File: config.mk
export PLATFORM = sky130hd
export DESIGN_NAME = cs_arbiter_ctrl_flat
export DESIGN_NICKNAME = d
export VERILOG_FILES = /design/src/rtl/cs_arbiter_ctrl_if.sv /design/src/rtl/cs_arbiter_ctrl.sv /design/src/flat_wrapper.sv
export SDC_FILE = /design/constraint.sdc
export NUM_CORES = 1
export LEC_CHECK = 0
export CELL_PAD_IN_SITES_DETAIL_PLACEMENT = 0
export CELL_PAD_IN_SITES_GLOBAL_PLACEMENT = 2
export CORE_MARGIN = 4
export CORE_UTILIZATION = 42
export CTS_CLUSTER_DIAMETER = 120
export DETAILED_ROUTE_END_ITERATION = 8
export DONT_BUFFER_PORTS = 1
export GPL_TIMING_DRIVEN = 0
export PLACE_DENSITY = 0.89
export SLEW_MARGIN = 20
export SYNTH_ARGS = -nofsm -noshare
export SYNTH_HDL_FRONTEND = slang
export SYNTH_SLANG_ARGS = --single-unit
File: constraint.sdc
create_clock -name clk -period 7.6 [get_ports clk]
set_input_delay 1.14 -clock clk [delete_from_list [all_inputs] [get_ports clk]]
set_output_delay 1.14 -clock clk [all_outputs]
set_load 0.01 [all_outputs]
File: src/rtl/cs_arbiter_ctrl_if.sv
// Two-channel sample/result bundle for cs_arbiter_ctrl.
// Each xN channel uses valid/ready: a sample moves on a rising edge where xN_valid and xN_ready are both high;
// the source holds xN stable while xN_valid is high and not yet accepted. y_valid is a one-cycle result strobe with no back-pressure.
interface cs_arbiter_ctrl_if;
  logic [7:0] x0;
  logic       x0_valid;
  logic       x0_ready;
  logic [7:0] x1;
  logic       x1_valid;
  logic       x1_ready;
  logic [9:0] y;
  logic       y_valid;
  logic       y_ch;
  logic       busy;
  logic [2:0] state_dbg;

  modport master (
    output x0, x0_valid, x1, x1_valid,
    input  x0_ready, x1_ready, y, y_valid, y_ch, busy, state_dbg
  );

  modport slave (
    input  x0, x0_valid, x1, x1_valid,
    output x0_ready, x1_ready, y, y_valid, y_ch, busy, state_dbg
  );
endinterface

File: src/rtl/cs_arbiter_ctrl.sv
// Two-channel arbiter in front of one serial engine: per-channel 9-sample window,
// y = (sum + 9*xappr) >> 3, where xappr is the largest window entry not above floor(sum/9).
module cs_arbiter_ctrl #(
    parameter bit FAIR = 1'b1
) (
    input  logic              clk,
    input  logic              reset,
    cs_arbiter_ctrl_if.slave  bus
);

    typedef enum logic [2:0] {
        S_IDLE = 3'd0,
        S_SUM  = 3'd1,
        S_DIV  = 3'd2,
        S_SCAN = 3'd3,
        S_OUT  = 3'd4
    } state_t;

    state_t      state_q, state_d;
    logic [3:0]  cnt_q, cnt_d;
    logic        ch_q, ch_d;
    logic        last_served_q, last_served_d;
    logic [7:0]  win0_q [0:8];
    logic [7:0]  win0_d [0:8];
    logic [7:0]  win1_q [0:8];
    logic [7:0]  win1_d [0:8];
    logic [11:0] sum_q, sum_d;
    logic [11:0] quo_q, quo_d;
    logic [3:0]  rem_q, rem_d;
    logic [7:0]  avg_q, avg_d;
    logic [7:0]  xappr_q, xappr_d;
    logic [9:0]  y_q, y_d;
    logic        y_valid_q, y_valid_d;
    logic        y_ch_q, y_ch_d;

    logic        grant_ch;
    logic        idle_ok;
    logic        x0_rdy, x1_rdy;
    logic [3:0]  idx;
    logic [7:0]  cur;
    logic [4:0]  rem_sh;
    logic        q_bit;
    logic [11:0] quo_next;

    // Readies are forced low while reset is held so nothing is accepted during reset.
    always_comb begin
        grant_ch = 1'b0;
        if (bus.x0_valid && bus.x1_valid) begin
            grant_ch = FAIR ? ~last_served_q : 1'b0;
        end else begin
            grant_ch = bus.x1_valid;
        end
        idle_ok = (state_q == S_IDLE) && !reset;
        x0_rdy  = idle_ok && bus.x0_valid && !grant_ch;
        x1_rdy  = idle_ok && bus.x1_valid && grant_ch;
    end

    always_comb begin
        idx      = (cnt_q <= 4'd8) ? cnt_q : 4'd0;
        cur      = ch_q ? win1_q[idx] : win0_q[idx];
        rem_sh   = {rem_q, quo_q[11]};
        q_bit    = (rem_sh >= 5'd9);
        quo_next = {quo_q[10:0], q_bit};
    end

    always_comb begin
        state_d       = state_q;
        cnt_d         = cnt_q;
        ch_d          = ch_q;
        last_served_d = last_served_q;
        win0_d        = win0_q;
        win1_d        = win1_q;
        sum_d         = sum_q;
        quo_d         = quo_q;
        rem_d         = rem_q;
        avg_d         = avg_q;
        xappr_d       = xappr_q;
        y_d           = y_q;
        y_valid_d     = 1'b0;
        y_ch_d        = y_ch_q;

        case (state_q)
            S_IDLE: begin
                if (x0_rdy || x1_rdy) begin
                    if (x1_rdy) begin
                        win1_d[0] = bus.x1;
                        for (int i = 1; i < 9; i++) win1_d[i] = win1_q[i-1];
                    end else begin
                        win0_d[0] = bus.x0;
                        for (int i = 1; i < 9; i++) win0_d[i] = win0_q[i-1];
                    end
                    ch_d          = x1_rdy;
                    last_served_d = x1_rdy;
                    sum_d         = 12'd0;
                    cnt_d         = 4'd0;
                    state_d       = S_SUM;
                end
            end
            S_SUM: begin
                sum_d = sum_q + {4'd0, cur};
                cnt_d = cnt_q + 4'd1;
                if (cnt_q == 4'd8) begin
                    cnt_d   = 4'd0;
                    quo_d   = sum_q + {4'd0, cur};
                    rem_d   = 4'd0;
                    state_d = S_DIV;
                end
            end
            S_DIV: begin
                // Restoring step: the remainder stays below 9, so four bits hold it between steps.
                rem_d = q_bit ? 4'(rem_sh - 5'd9) : rem_sh[3:0];
                quo_d = quo_next;
                cnt_d = cnt_q + 4'd1;
                if (cnt_q == 4'd11) begin
                    cnt_d   = 4'd0;
                    avg_d   = quo_next[7:0];
                    xappr_d = 8'd0;
                    state_d = S_SCAN;
                end
            end
            S_SCAN: begin
                if (cur <= avg_q && cur >= xappr_q) xappr_d = cur;
                cnt_d = cnt_q + 4'd1;
                if (cnt_q == 4'd8) begin
                    cnt_d   = 4'd0;
                    state_d = S_OUT;
                end
            end
            S_OUT: begin
                y_d       = 10'(({1'b0, sum_q} + {2'b00, xappr_q, 3'b000} + {5'd0, xappr_q}) >> 3);
                y_valid_d = 1'b1;
                y_ch_d    = ch_q;
                state_d   = S_IDLE;
            end
            default: state_d = S_IDLE;
        endcase
    end

    always_ff @(posedge clk or posedge reset) begin
        if (reset) begin
            state_q       <= S_IDLE;
            cnt_q         <= 4'd0;
            ch_q          <= 1'b0;
            last_served_q <= 1'b1;
            win0_q        <= '{default: 8'h00};
            win1_q        <= '{default: 8'h00};
            sum_q         <= 12'd0;
            quo_q         <= 12'd0;
            rem_q         <= 4'd0;
            avg_q         <= 8'd0;
            xappr_q       <= 8'd0;
            y_q           <= 10'd0;
            y_valid_q     <= 1'b0;
            y_ch_q        <= 1'b0;
        end else begin
            state_q       <= state_d;
            cnt_q         <= cnt_d;
            ch_q          <= ch_d;
            last_served_q <= last_served_d;
            win0_q        <= win0_d;
            win1_q        <= win1_d;
            sum_q         <= sum_d;
            quo_q         <= quo_d;
            rem_q         <= rem_d;
            avg_q         <= avg_d;
            xappr_q       <= xappr_d;
            y_q           <= y_d;
            y_valid_q     <= y_valid_d;
            y_ch_q        <= y_ch_d;
        end
    end

    assign bus.x0_ready  = x0_rdy;
    assign bus.x1_ready  = x1_rdy;
    assign bus.y         = y_q;
    assign bus.y_valid   = y_valid_q;
    assign bus.y_ch      = y_ch_q;
    assign bus.busy      = (state_q != S_IDLE);
    assign bus.state_dbg = state_q;

endmodule

File: src/flat_wrapper.sv
// flat-port wrapper written by rule: the top's interface ports become plain ports
module cs_arbiter_ctrl_flat 
#(
    parameter bit FAIR = 1'b1
)
  (clk, reset, bus_x0, bus_x0_valid, bus_x1, bus_x1_valid, bus_x0_ready, bus_x1_ready, bus_y, bus_y_valid, bus_y_ch, bus_busy, bus_state_dbg);
  cs_arbiter_ctrl_if bus_i ();
  input  logic clk;
  input  logic reset;
  input wire logic [$bits(bus_i.x0)-1:0] bus_x0;
  input wire logic [$bits(bus_i.x0_valid)-1:0] bus_x0_valid;
  input wire logic [$bits(bus_i.x1)-1:0] bus_x1;
  input wire logic [$bits(bus_i.x1_valid)-1:0] bus_x1_valid;
  output wire logic [$bits(bus_i.x0_ready)-1:0] bus_x0_ready;
  output wire logic [$bits(bus_i.x1_ready)-1:0] bus_x1_ready;
  output wire logic [$bits(bus_i.y)-1:0] bus_y;
  output wire logic [$bits(bus_i.y_valid)-1:0] bus_y_valid;
  output wire logic [$bits(bus_i.y_ch)-1:0] bus_y_ch;
  output wire logic [$bits(bus_i.busy)-1:0] bus_busy;
  output wire logic [$bits(bus_i.state_dbg)-1:0] bus_state_dbg;
  assign bus_i.x0 = bus_x0;
  assign bus_i.x0_valid = bus_x0_valid;
  assign bus_i.x1 = bus_x1;
  assign bus_i.x1_valid = bus_x1_valid;
  assign bus_x0_ready = bus_i.x0_ready;
  assign bus_x1_ready = bus_i.x1_ready;
  assign bus_y = bus_i.y;
  assign bus_y_valid = bus_i.y_valid;
  assign bus_y_ch = bus_i.y_ch;
  assign bus_busy = bus_i.busy;
  assign bus_state_dbg = bus_i.state_dbg;
  cs_arbiter_ctrl #(.FAIR(FAIR)) u_core (.clk(clk), .reset(reset), .bus(bus_i));
endmodule
==> results.ini <==
[run_status]
status=finished, final reports clean

[finish]
multiInputGateArea_um2=5260
diodes=0
final_cell_area_um2=12200
fillCellCount=2395
syn_to_final_growth_pct=11.7
seqCellArea_um2=5230
drive_gt1_frac=0.149
layout.nets=1188

[timing]
hold_violations=0
rsz0062_at_grt=no
tightest_slew_ns=0.863
relSlewSlack=0.410
period_share=0.698
finalClockSkew_ns=0.0173
fmax_mhz=189
fin_crit_ns=5.30
final_max_slew_viol_count=0
setup_viol=0
layout_setup_ws_ns=2.30

[clock_tree]
clock_path_buffers=3
cts_setup_buffers=0
cts_hold_buffers=0
clk_pin_slew_ns=0.06
clk-insertion-delay-late_ns=0.53
cts_sinks=209
cts-root-buf=clkbuf_16
htreeDepth=1
cts_tree=yes
cts_buffers=25
cts_resized=0

[placement]
gp_congestion=0.836
placed_cell_area_um2=11400
pre_cts_ws_ns=2.39
place_hpwl_um=20800
portBuffers=0

[synthesis]
synth-seq-cells=209
synth-edff-count=0
syn-cell-area_um2=10900
synth_cells=1090
synth-main-ff-cell=dfrtp_1
synth_cell_types=75
synthArstFlopShare=1.00
yosys_warnings=0
synth-seq-area-share=0.480
synth_area_per_cell_um2=10.0
synth_nets=1159

[floorplanning]
rows=58
io-pin-count=38
start_util=0.431
die_area_um2=28600
core_area_um2=25300
fp.dieH_um=169
fp.dieW_um=169

[worst_setup_path]
crit_required_ns=8.01
critPathMaxFanout=10
worstSetupStartpointType=register
reg2regPathDepth=15
cp-end-kind=register
path_class=register to register
cp.arrival_ns=5.72

[routing]
drc=0
ant_nets=0
drt_iter0_drc=588
vias=8019
routedWlPerCell_um=19.7
vias_per_cell=5.47
wl_um=28800
drt_pass1_iterations=5

[global_routing]
grt_pass1_vias=8245
grt-ovfl-total=0
grt_max_degree=102
grt.total_usage=0.205
grt_pass1_wl_um=46800
antenna_found_initial=0

[worst_hold_path]
hold_class=input port to asynchronous set/reset pin

[run]
max_cap_viol_count=0

[pwr]
irDropWorstVdd_mv=0.248
power_density_nw_per_um2=429
p_leak_uw=0.00601

## registers in the layout (all words and copies together) (netlist names)
| signal | cells |
|---|---|
| u_core.win0_q | 72 |
| u_core.win1_q | 72 |
| u_core.quo_q | 12 |
| u_core.sum_q | 12 |
| u_core.bus.y | 10 |
| u_core.avg_q | 8 |
| u_core.xappr_q | 8 |
| u_core.cnt_q | 4 |
| u_core.rem_q | 4 |
| u_core.bus.state_dbg | 3 |
| u_core.bus.y_ch | 1 |
| u_core.bus.y_valid | 1 |
| u_core.ch_q | 1 |
| u_core.last_served_q | 1 |
## final timing paths
check / start / endpoint / slack, ns
max: u_core.cnt_q[0]$_DFFE_PP0P_ / u_core.xappr_q[0]$_DFFE_PP0P_ / 2.30
min: reset / u_core.win0_q[29]$_DFFE_PP0P_ / 0.41
max reg2reg: u_core.cnt_q[0]$_DFFE_PP0P_ / u_core.xappr_q[0]$_DFFE_PP0P_ / 2.30
min reg2reg: u_core.win0_q[6]$_DFFE_PP0P_ / u_core.win0_q[6]$_DFFE_PP0P_ / 0.49
max in group asynchronous: reset / u_core.win0_q[66]$_DFFE_PP0P_ / 6.41
min in group clk: u_core.win0_q[6]$_DFFE_PP0P_ / u_core.win0_q[6]$_DFFE_PP0P_ / 0.49
## synth_stat cells, types with 3 or more instances
master	count	area share
o211a_1	4	0.0037
inv_1	33	0.011
nand2b_1	3	0.0017
nor3b_1	7	0.0048
xnor2_1	13	0.010
buf_4	6	0.0041
o221ai_1	3	0.0024
ha_1	43	0.049
nor2_1	32	0.011
a22oi_1	5	0.0034
mux2_2	80	0.083
a22o_1	18	0.014
o21ai_0	41	0.019
o21a_1	9	0.0062
buf_2	22	0.010
mux2i_1	30	0.028
nor2b_1	8	0.0046
a221oi_1	10	0.0080
a21oi_1	33	0.015
nor3_1	7	0.0032
nand3b_1	3	0.0021
fa_1	6	0.011
nand2_1	304	0.10
a21o_1	12	0.0083
clkbuf_1	24	0.0083
o211ai_1	8	0.0055
a211oi_1	3	0.0021
dfrtp_1	208	0.48
xor2_1	6	0.0048
a2111oi_0	5	0.0040
nand3_1	13	0.0060
or3b_1	3	0.0024
and2_1	4	0.0023
and3b_1	3	0.0024
o21ai_1	14	0.0064
a211o_1	3	0.0024
a32o_1	3	0.0028
or4_1	3	0.0021
or3_1	3	0.0017
o21bai_1	5	0.0034
mux2_1	4	0.0041
## layer usage
metal / GRT usage / share of wire / up-vias
li1: - / - / 3849
met2: 0.346 / 0.48 / 196
met4: 0.0487 / 0.022 / 0
met1: 0.285 / 0.46 / 3932
met5: 0 / 0 / -
met3: 0.0240 / 0.046 / 42
## power by group
group	leakage [µW]	internal [µW]	total, µW	switching [µW]
sequential	0.00282	1400	1680	282
clock	0.000391	693	1170	473
combinational	0.00281	958	2380	1420
## cells by family (layout without fill, tap and decap cells)
family / after synthesis / in the layout / synth area share
buf+inv: 90 / 135 / 0.0381
fa+ha+maj: 49 / 49 / 0.0604
flops: 209 / 209 / 0.480
compound gates: 205 / 205 / 0.134
xor+xnor: 19 / 19 / 0.0153
mux: 115 / 115 / 0.116
simple gates: 403 / 403 / 0.156
## worst max-delay path, cell delays in order, from the launching register on
cell	delay, ns
dfrtp_1	0.64
inv_1	0.19
ha_1	0.32
and2_1	0.20
o21a_1	0.18
buf_2	0.22
a2111oi_0	0.82
o211ai_1	0.29
o211a_1	0.29
ha_1	0.34
nand4_1	0.11
nor2_1	0.18
a21oi_1	0.11
nor4_2	0.67
nor2_1	0.32
a2bb2o_4	0.29
## metrics by stage
stage               instances  setup TNS [ns]   util  hold slack (ns)  total power [µW]
finish                   1465               0  0.481            0.412              5220
global route             1465               0  0.481            0.408              5610
floorplan                1090               0      -            0.444              3330
detailed placement       1422               0  0.449            0.470              4060
CTS                      1465               0  0.481            0.392              5250
global placement         1420         -347.44  0.447            0.470              4020
## cell usage in the layout, fill, tap and decap left out, drive strengths merged, types with 6 or more instances in the layout
cell type,netlist,routed
mux2i,30,30
a21o,12,12
a22o,18,18
fa,6,6
a21oi,35,35
dfrtp,208,208
inv,33,35
mux2,84,84
nand3,13,13
clkbuf,25,63
nor2,33,33
a221oi,12,12
ha,43,43
nor2b,8,8
nor3b,8,8
nor3,7,7
nand2,304,304
xnor2,13,13
o21ai,56,56
o211ai,8,8
o21a,9,9
buf,31,33
xor2,6,6
## final cells by class
type / instances / area share
clock buffer: 38 / 0.0595
clock inverter: 5 / 0.00586
timing repair buffer: 2 / 0.00452
inverter: 34 / 0.0111
sequential: 209 / 0.430
tap: 330 / 0.0339
buffer: 56 / 0.0236
multi-input combinational: 791 / 0.432
Note: power is estimated with default switching activity, not from simulation.
